===== src/rtl/sync_fifo_param.sv =====
// Parametrised single-clock FIFO with fill count, almost-full/empty thresholds
// and sticky overflow/underflow flags. Status flags are registered from next count.
module sync_fifo_param #(
   parameter int unsigned WIDTH    = 8,
   parameter int unsigned ADDR_W   = 4,
   parameter int unsigned AF_LEVEL = 14,
   parameter int unsigned AE_LEVEL = 2
) (
   input  logic              clk,
   input  logic              rst,
   input  logic              we,
   input  logic              re,
   input  logic [WIDTH-1:0]  data_in,
   output logic [WIDTH-1:0]  data_out,
   output logic              full,
   output logic              empty,
   output logic              almost_full,
   output logic              almost_empty,
   output logic [ADDR_W:0]   count,
   output logic              overflow,
   output logic              underflow
);

   localparam int unsigned DEPTH = 2 ** ADDR_W;
   localparam int unsigned CNT_W = ADDR_W + 1;

   logic [WIDTH-1:0]  r_mem [DEPTH];
   logic [ADDR_W-1:0] r_wr_ptr;
   logic [ADDR_W-1:0] r_rd_ptr;
   logic [CNT_W-1:0]  r_count;
   logic [WIDTH-1:0]  r_data_out;
   logic              r_full;
   logic              r_empty;
   logic              r_almost_full;
   logic              r_almost_empty;
   logic              r_overflow;
   logic              r_underflow;

   logic              w_wr_ok;
   logic              w_rd_ok;
   logic [CNT_W-1:0]  w_count_nxt;

   // Acceptance is decided only from registered full/empty, never from the other request
   always_comb begin
      w_wr_ok     = we & ~r_full;
      w_rd_ok     = re & ~r_empty;
      w_count_nxt = r_count;
      if (w_wr_ok && !w_rd_ok) begin
         w_count_nxt = r_count + CNT_W'(1);
      end else if (w_rd_ok && !w_wr_ok) begin
         w_count_nxt = r_count - CNT_W'(1);
      end
   end

   // Storage has no reset; contents after reset are don't-care
   always_ff @(posedge clk) begin
      if (!rst && w_wr_ok) begin
         r_mem[r_wr_ptr] <= data_in;
      end
   end

   always_ff @(posedge clk) begin
      if (rst) begin
         r_wr_ptr       <= '0;
         r_rd_ptr       <= '0;
         r_count        <= '0;
         r_data_out     <= '0;
         r_full         <= 1'b0;
         r_empty        <= 1'b1;
         r_almost_full  <= (CNT_W'(0) >= CNT_W'(AF_LEVEL));
         r_almost_empty <= (CNT_W'(0) <= CNT_W'(AE_LEVEL));
         r_overflow     <= 1'b0;
         r_underflow    <= 1'b0;
      end else begin
         if (w_wr_ok) begin
            r_wr_ptr <= r_wr_ptr + ADDR_W'(1);
         end
         if (w_rd_ok) begin
            r_rd_ptr   <= r_rd_ptr + ADDR_W'(1);
            r_data_out <= r_mem[r_rd_ptr];
         end
         r_count        <= w_count_nxt;
         r_full         <= (w_count_nxt == CNT_W'(DEPTH));
         r_empty        <= (w_count_nxt == CNT_W'(0));
         r_almost_full  <= (w_count_nxt >= CNT_W'(AF_LEVEL));
         r_almost_empty <= (w_count_nxt <= CNT_W'(AE_LEVEL));
         if (we && r_full) begin
            r_overflow <= 1'b1;
         end
         if (re && r_empty) begin
            r_underflow <= 1'b1;
         end
      end
   end

   assign data_out     = r_data_out;
   assign full         = r_full;
   assign empty        = r_empty;
   assign almost_full  = r_almost_full;
   assign almost_empty = r_almost_empty;
   assign count        = r_count;
   assign overflow     = r_overflow;
   assign underflow    = r_underflow;

endmodule


===== config.mk =====
export PLATFORM = sky130hd
export DESIGN_NAME = sync_fifo_param
export DESIGN_NICKNAME = d
export VERILOG_FILES = /design/src/rtl/sync_fifo_param.sv
export SDC_FILE = /design/constraint.sdc
export NUM_CORES = 1
export LEC_CHECK = 0
export CAP_MARGIN = 20
export CORE_UTILIZATION = 37
export DETAILED_ROUTE_END_ITERATION = 7
export PLACE_DENSITY = 0.54
export SYNTH_ARGS = -nofsm -noshare
export SYNTH_HDL_FRONTEND = slang
export SYNTH_SLANG_ARGS = --single-unit

===== constraint.sdc =====
create_clock -name clk -period 5.6 [get_ports clk]
set_input_delay 1.12 -clock clk [delete_from_list [all_inputs] [get_ports clk]]
set_output_delay 1.12 -clock clk [all_outputs]
set_load 0.05 [all_outputs]

### Yosys cells after proc, flatten, opt, wreduce, memory -nomap -nowiden

Memories as Yosys holds them, arrays and structs flattened. A register that Yosys moved wholly into a read port is not among the register bits.
Index checks and enable logic that the tools add are counted.

| storage, ports and cells | value |
|---|---|
| register bits after elaboration | 19 |
| latch bits | 0 |
| RAM bits | 128 |
| memory bits (read-only) | 0 |
| input port bits | 12 |
| output and inout port bits | 19 |
| word-level logic and storage cells | 34 |
| memories | 1 |

Memory list:

| name | depth | width | read ports | clocked after memory_dff | write ports | line | source |
|---|---|---|---|---|---|---|---|
| r_mem | 16 | 8 | 1 | 1 | 1 | 27 | `logic [WIDTH-1:0] r_mem [DEPTH];` |

| operators by class | value |
|---|---|
| add/sub/neg operators | 4 |
| multipliers | 0 |
| divide/modulo/power cells | 0 |
| magnitude comparators | 2 |
| equality and inequality tests | 1 |
| shifts and indexed selects | 0 |
| mux-type cells | 4 |
| bitwise logic cells | 4 |
| reductions and logical operators | 9 |

Operators with widths:

| kind | number |
|---|---|
| 2-to-1 mux 5 bit | 2 |
| adder 4 x 1 -> 4 bit, second input constant | 2 |
| adder 5 x 1 -> 5 bit, second input constant | 1 |
| == test 5 bit, second input constant | 1 |
| >= comparator 5 x 4 -> 1 bit, second input constant | 1 |
| <= comparator 5 x 2 -> 1 bit, second input constant | 1 |
| logical AND 1 bit | 5 |
| zero test 5 bit | 1 |
| subtractor 5 x 1 -> 5 bit, second input constant | 1 |
| zero test 1 bit | 3 |
| bitwise AND 1 bit | 2 |
| 2-to-1 mux 1 bit | 2 |
| inverter 1 bit | 2 |

### Longest topological paths before layout

Gate-level depths: netlist (run 1).

| logic depth | value |
|---|---|
| word-level depth | 7 |
| gate-level depth with buffers | 7 |
| depth with buffers taken out | 6 |

### Worst setup path after synthesis (run 1)

OpenSTA, ideal clock, no wires.

| timing | value |
|---|---|
| kind | input to register |
| start point | input port we |
| end point | register r_full, in the netlist full |
| library setup time | 0.087 ns |
| arrival time | 2.307 ns |
| required time | 5.513 ns |
| slack | 3.206 ns |
| stages on the path | 5 |
| path buffers | 0 |
| cells stage by stage | and2b_4 > or4_1 > o31ai_1 > xnor2_1 > nor4b_2 |

| between the ends | value |
|---|---|
| longest elaborated chain between the ends | 6 |
| elaborated cells between the ends (all ways) | 7 |
| those cells by class | eq/ne (1); mux (2); bitwise (1); reduce/logical (3) |

RTL lines:

| element | line | source |
|---|---|---|
| start, declared | 11 | `input logic we,` |
| bitwise AND 1 bit (*) | 45 | `w_wr_ok = we & ~r_full;` |
| zero test 1 bit | 50 | `end else if (w_rd_ok && !w_wr_ok) begin` |
| logical AND 1 bit | 50 |  |
| 2-to-1 mux 5 bit | 50 |  |
| 2-to-1 mux 5 bit (*) | 48 | `if (w_wr_ok && !w_rd_ok) begin` |
| == test 5 bit (*) | 83 | `r_full <= (w_count_nxt == CNT_W'(DEPTH));` |
| end signal, assigned | 83 |  |
| end, declared | 32 | `logic r_full;` |

Every way passes the cells marked *; elsewhere a longest branch is shown, timed or not.
A chain may end at the register's enable or synchronous reset.

### Worst setup path after layout (run 1)

| timing | value |
|---|---|
| start point | input port re |
| end point | register r_full, in the netlist full |

| between the ends | value |
|---|---|
| longest elaborated chain between the ends | 5 |
| elaborated cells between the ends (all ways) | 7 |
| those cells by class | eq/ne (1); mux (2); bitwise (1); reduce/logical (3) |

RTL lines:

| element | line | source |
|---|---|---|
| start, declared | 12 | `input logic re,` |
| bitwise AND 1 bit (*) | 46 | `w_rd_ok = re & ~r_empty;` |
| logical AND 1 bit or zero test 1 bit (tied branches) | 50, 48 |  |
| 2-to-1 mux 5 bit or logical AND 1 bit (tied branches) | 50, 48 |  |
| 2-to-1 mux 5 bit (*) | 48 |  |
| == test 5 bit (*) | 83 |  |

Marks and branches as above.

==> results.yml, run 1 <==
status:
  outcome: "completed"
final_layout:
  final_common_cell: "edfxtp_1"
  area_growth_pct: 17.0
  nets: 408
  drive_above_1_share: 0.179
  multiInputGateArea_um2: 1610
  regArea_um2: 4390
  insertedDiodeCount: 0
  n_fill_cell: 1417
  mostFrequentLayoutCells: "128 x edfxtp_1, 40 x nor2_1, 32 x mux4_2"
drt:
  via_count: 3199
  viasPerCell: 5.18
  drtIter0Drc: 207
  drtAntennaViolNets: 0
  post-route-drc-count: 0
  dr.pass1.iters: 4
  routedWlPerCell_um: 20.4
  routed_wl_um: 12600
global_routing:
  grt_pass1_wl_um: 19000
  grt_pass1_vias: 3224
  grtUsageTotal: 0.161
  grt.overflow.total: 0
  antenna_found_initial: 0
  grt_max_degree: 36
synth:
  synth_fa_ha_area_frac: 0.0143
  synth-compound-area-share: 0.0537
  synth_area_leaders: "edfxtp_1 63%, mux4_2 12%, dfxtp_1 8.8%"
  synth.area.mux_share: 0.118
  synth_cell_types: 43
  yosysWarnings: 0
  synth-simple-area-share: 0.0631
  syn_area_um2: 6130
  synth_nets: 375
  synth_top_family_by_area: "multiplexers"
  async_flop_share: 0
  synth-xor-area-share: 0.0141
  synth_top_cell_by_area: "edfxtp_1"
  synth-main-ff-cell: "edfxtp_1"
  synth_top_area_frac: 0.627
  synth_seq_cells: 155
  synth-edff-count: 128
  syn_avg_cell_area_um2: 17.2
  yosysSeqAreaShare: 0.716
  synth_cells: 356
critical_path:
  crit_type: "in2reg"
  cp.required_ns: 5.93
  ff2ff_path_depth: 6
  worstSetupStartpointType: "input pin"
  worst-r2r-setup-slack_ns: 3.33
  r2r_start: "r_rd_ptr[0]"
  cp_max_fo: 23
  reg2reg_to: "data_out[4]"
  end_kind: "flop"
  critPathArrivalTime_ns: 3.36
clocking:
  clk_pin_slew_worst_paths_ns: 0.06
  cts_root_buffer: "clkbuf_16"
  numCtsBuffers: 17
  holdBufCountCts: 0
  htree_levels: 4
  post-cts-setup-buffer-count: 0
  cts_resized: 0
  cts.sinks: 155
  cts_tree: "done"
  cts_buffer_depth: 2
  clkLatencyLatePin_ns: 0.42
floorplan:
  die-area_um2: 17100
  num_io_pins: 31
  die_h_um: 131
  die_width_um: 131
  rows: 46
  core_area_um2: 16000
  start_util: 0.383
timing:
  fin_crit_sh: 0.540
  setup_tns_ns: 0
  setup_ws_ns: 2.58
  fmax_ghz: 0.331
  setup_viol: 0
  clock_skew_ns: 0.00765
  max_slew.worst_pin.slew_ns: 1.04
  fin_crit_ns: 3.02
  drv_slew: 0
  slew_headroom: 0.304
  rsz0062_at_grt: "no"
  hold_viol: 0
placement:
  dpl_worst_slack_ns: 2.16
  gp_congestion: 0.760
  io_buffer_count: 30
  dpl.hpwl_um: 7680
run:
  maxCapViolCount: 0
pwr:
  p_leak_uw: 0.00226
  peakVddDrop_uv: 295
  p_per_area_nw_per_um2: 389
hold_path:
  min-delay-start: "overflow"
  whs_endpoint: "overflow"
  hold_depth: 2
  hp-class: "reg2reg"
[worst max path at each step]
stage,start,endpoint,slack [ns],cells after the start
floorplan,we,full,3.21,5
global placement,re,full,2.22,6
detailed placement,re,almost_full,2.16,6
CTS,re,almost_full,2.60,6
global route,re,full,2.42,6
finish,re,full,2.58,6
[area by class of cell]
cell class	count	area share
Clock buffer	18	0.0598
Inverter	6	0.00314
Clock inverter	14	0.0181
Tap cell	216	0.0377
Sequential cell	155	0.612
Timing Repair Buffer	33	0.0450
Multi-Input combinational cell	176	0.225
[cells by family (layout without fill, tap and decap cells)]
group                    Yosys count  after routing
flip-flops                       155            155
AND/OR/NAND/NOR                   79             79
AO/OA/AOI/OAI                     49             49
multiplexers                      32             32
buffers and inverters             25             71
XOR/XNOR                           9              9
adder cells (fa/ha/maj)            7              7
[report_power, final]
| group | internal [µW] | total, µW | switching, µW |
|---|---|---|---|
| sequential | 1280 | 1310 | 25.2 |
| combinational | 157 | 396 | 239 |
| clock | 647 | 1090 | 440 |
| total | 2090 | 2790 | 705 |
[registers in the layout, summed over array words and instances (netlist names)]
register / count
almost_empty: 1
overflow: 1
data_out: 8
r_rd_ptr: 4
empty: 1
almost_full: 1
full: 1
count: 5
r_wr_ptr: 4
underflow: 1
r_mem: 128
[synthesized netlist by cell type (all sizes together), types with 3 or more instances]
| library cell | n |
|---|---|
| a211oi | 3 |
| a22oi | 16 |
| inv | 6 |
| edfxtp | 128 |
| xnor2 | 5 |
| dfxtp | 27 |
| or4 | 3 |
| mux4 | 32 |
| nand2 | 14 |
| nor2 | 40 |
| buf | 13 |
| a21oi | 22 |
| clkbuf | 6 |
| xor2 | 4 |
| nand4 | 3 |
| ha | 7 |
[metal layers]
layer / global-route usage / wire length, µm / up-vias
met2: 0.252 / 6060 / 62
li1: - / - / 1471
met5: 0 / 0 / -
met4: 0.0649 / 122 / 0
met3: 0.0403 / 444 / 11
met1: 0.215 / 6010 / 1655
[metrics by stage]
step | area [µm²] | utilization | cells | total power [µW] | hold slack, ns
2_1_floorplan | 6130 | - | 356 | 1620 | 0.481
3_3_place_gp | 6610 | 0.413 | 586 | 1730 | 0.465
3_5_place_dp | 6610 | 0.413 | 586 | 1730 | 0.464
4_1_cts | 7170 | 0.448 | 618 | 2810 | 0.478
5_1_grt | 7170 | 0.448 | 618 | 2890 | 0.509
6_report | 7170 | 0.448 | 618 | 2790 | 0.472
[critical path: stages]
cell and delay [ns]:
clkdlybuf4s50_1 0.50, nand2b_1 0.46, or4_1 0.65, o31ai_1 0.09
xnor2_1 0.26, nor4b_2 0.27
No activity file was read; power rests on OpenSTA's default activity.
==> run 2, diff against run 1 <==
--- a/config.mk
+++ b/config.mk
@@ -8,7 +8,7 @@
 export CAP_MARGIN = 20
 export CORE_UTILIZATION = 37
 export DETAILED_ROUTE_END_ITERATION = 7
-export PLACE_DENSITY = 0.54
+export PLACE_DENSITY = 0.56
 export SYNTH_ARGS = -nofsm -noshare
 export SYNTH_HDL_FRONTEND = slang
 export SYNTH_SLANG_ARGS = --single-unit
==> constraint.sdc (replaced) <==
create_clock -name clk -period 2.45 [get_ports clk]
set_input_delay 0.49 -clock clk [delete_from_list [all_inputs] [get_ports clk]]
set_output_delay 0.49 -clock clk [all_outputs]
set_load 0.05 [all_outputs]
==> run 2 against run 1 <==
Setup slack got worse by 2.3 ns. Sequential power rose by 130%. Design area rose by 3.4%. Critical path depth fell by 5. Sequential cell count did not move. Largest cell class unchanged. Largest power group unchanged.
==> results.yml, run 2 (synthesis gave the netlist of run 1 again) <==
pwr:
  power.share.combinational: 0.142
  seq_power_share: 0.447
  p_int_uw: 5040
  power_switching_uw: 1650
  p_per_area_nw_per_um2: 901
  p_leak_uw: 0.00240
  power_frac_clock: 0.411
  peakVddDrop_uv: 568
  swShare: 0.247
floorplan:
  core_area_um2: 16000
  num_io_pins: 31
  die_width_um: 131
  die_h_um: 131
  start_util: 0.383
  rows: 46
  die-area_um2: 17100
global_routing:
  grtUsageTotal: 0.161
  met2_usage: 0.246
  grt_pass1_vias: 3313
  met3_usage: 0.0403
  grt_use_met1: 0.222
  grt_pass1_wl_um: 19200
  antenna_found_initial: 0
  grt.overflow.total: 0
  grt_max_degree: 36
  busiest_layer: "met2"
hold_path:
  hold_depth: 2
  hp-class: "reg2reg"
  min-delay-start: "overflow"
critical_path:
  cp.required_ns: 1.96
  cp_num_buf_inv: 1
  path_cells: "clkdlybuf4s50_1"
  cp_top_family: "buffers and inverters"
  crit_type: "reg2out"
  critPathArrivalTime_ns: 1.72
  cpPeakStageDelay_ns: 0.85
  worstSetupStartpointType: "flop"
  end_kind: "output port"
  startpoint: "count[0]"
  r2r_start: "count[0]"
  slowest_stage: "clkdlybuf4s50_1"
  ff2ff_path_depth: 6
  critical_path_depth: 1
  cp_max_fo: 7
timing:
  fin_crit_sh: 0.901
  drv_slew: 0
  setup_tns_ns: 0
  hold_viol: 0
  slew_headroom: 0.459
  fmax_ghz: 0.453
  max_slew.worst_pin.slew_ns: 0.810
  rsz0062_at_grt: "no"
  fin_crit_ns: 2.21
  setup_viol: 0
  clock_skew_ns: 0.00740
clocking:
  post-cts-setup-buffer-count: 0
  clkLatencyLatePin_ns: 0.42
  cts.sinks: 155
  numCtsBuffers: 17
  cts_resized: 0
  htree_levels: 4
  cts_root_buffer: "clkbuf_16"
  cts_buffer_depth: 2
  cts_tree: "done"
  holdBufCountCts: 0
  clk_pin_slew_worst_paths_ns: 0.06
drt:
  drtIter0Drc: 283
  routed_wl_um: 12100
  dr.pass1.iters: 4
  drtAntennaViolNets: 0
  post-route-drc-count: 0
  routedWlPerCell_um: 19.0
  via_count: 3254
  viasPerCell: 5.09
run:
  maxCapViolCount: 0
placement:
  io_buffer_count: 30
  dpl.hpwl_um: 7620
  gp_congestion: 0.780
final_layout:
  top_register: "r_mem"
  largest_reg_flops: 128
  drive_above_1_share: 0.220
  mostFrequentLayoutCells: "128 x edfxtp_1, 40 x nor2_1, 32 x mux4_2"
  area_growth_pct: 21.1
  nets: 429
  insertedDiodeCount: 0
  n_fill_cell: 1421
  final_common_cell: "edfxtp_1"
  fin_util: 0.464
status:
  outcome: "completed"
==> run 2: cell types whose count changed in the layout (fill, tap and decap cells not counted), sizes merged <==
| cell | before | now |
|---|---|---|
| buf | 3 | 24 |
| clkinv | 9 | 4 |
| inv | 6 | 9 |
| bufinv | 2 | 4 |
| clkbuf | 18 | 19 |
| clkinvlp | 3 | 2 |
==> run 2: final timing paths <==
| kind | end | slack (ns) |
|---|---|---|
| worst max-delay path | count[0] | 0.24 |
| worst min register to register | overflow | 0.47 |
| worst min-delay path | overflow | 0.47 |
| worst max register to register | full | 0.37 |
==> run 2: cell type report <==
class	count	area, µm²	area share
flip-flops and latches	155	4390	0.591
multi-input cells	176	1610	0.217
repair buffers	54	505	0.0682
clock buffers	19	433	0.0584
well taps	216	270	0.0364
clock inverters	13	190	0.0256
inverters	6	22.5	0.00304
==> run 2: layer usage <==
metal | up-vias | part of all wire
met3 | 11 | 0.032
met2 | 58 | 0.48
met4 | 0 | 0.013
li1 | 1503 | -
met5 | - | 0
met1 | 1682 | 0.48
==> run 2: power by group through the flow <==
stage / combinational (µW) / clock, µW / sequential, µW
after CTS: 959 / 2800 / 2990
after global placement: 948 / 0 / 3040
after floorplan: 501 / 0 / 3200
final: 950 / 2750 / 2990
after global routing: 1030 / 2910 / 2990
after detailed placement: 952 / 0 / 3040
==> run 2: stage by stage <==
| step | setup WS [ns] | instances | hold slack (ns) | cell area, µm² | total power (µW) |
|---|---|---|---|---|---|
| 2_1_floorplan | 0.245 | 356 | 0.481 | 6130 | 3700 |
| 3_3_place_gp | 0.0938 | 607 | 0.456 | 6790 | 3990 |
| 3_5_place_dp | 0.0542 | 607 | 0.460 | 6790 | 3990 |
| 4_1_cts | 0.212 | 639 | 0.473 | 7420 | 6750 |
| 5_1_grt | 0.165 | 639 | 0.505 | 7420 | 6930 |
| 6_report | 0.244 | 639 | 0.467 | 7420 | 6690 |
==> run 3, diff against run 2 <==
--- a/config.mk
+++ b/config.mk
@@ -5,6 +5,7 @@
 export SDC_FILE = /design/constraint.sdc
 export NUM_CORES = 1
 export LEC_CHECK = 0
+export ABC_CLOCK_PERIOD_IN_PS = 2450
 export CAP_MARGIN = 20
 export CORE_UTILIZATION = 37
 export DETAILED_ROUTE_END_ITERATION = 7
==> results of run 3 <==
The final DEF is identical to that of run 2; final timing and power are the same.
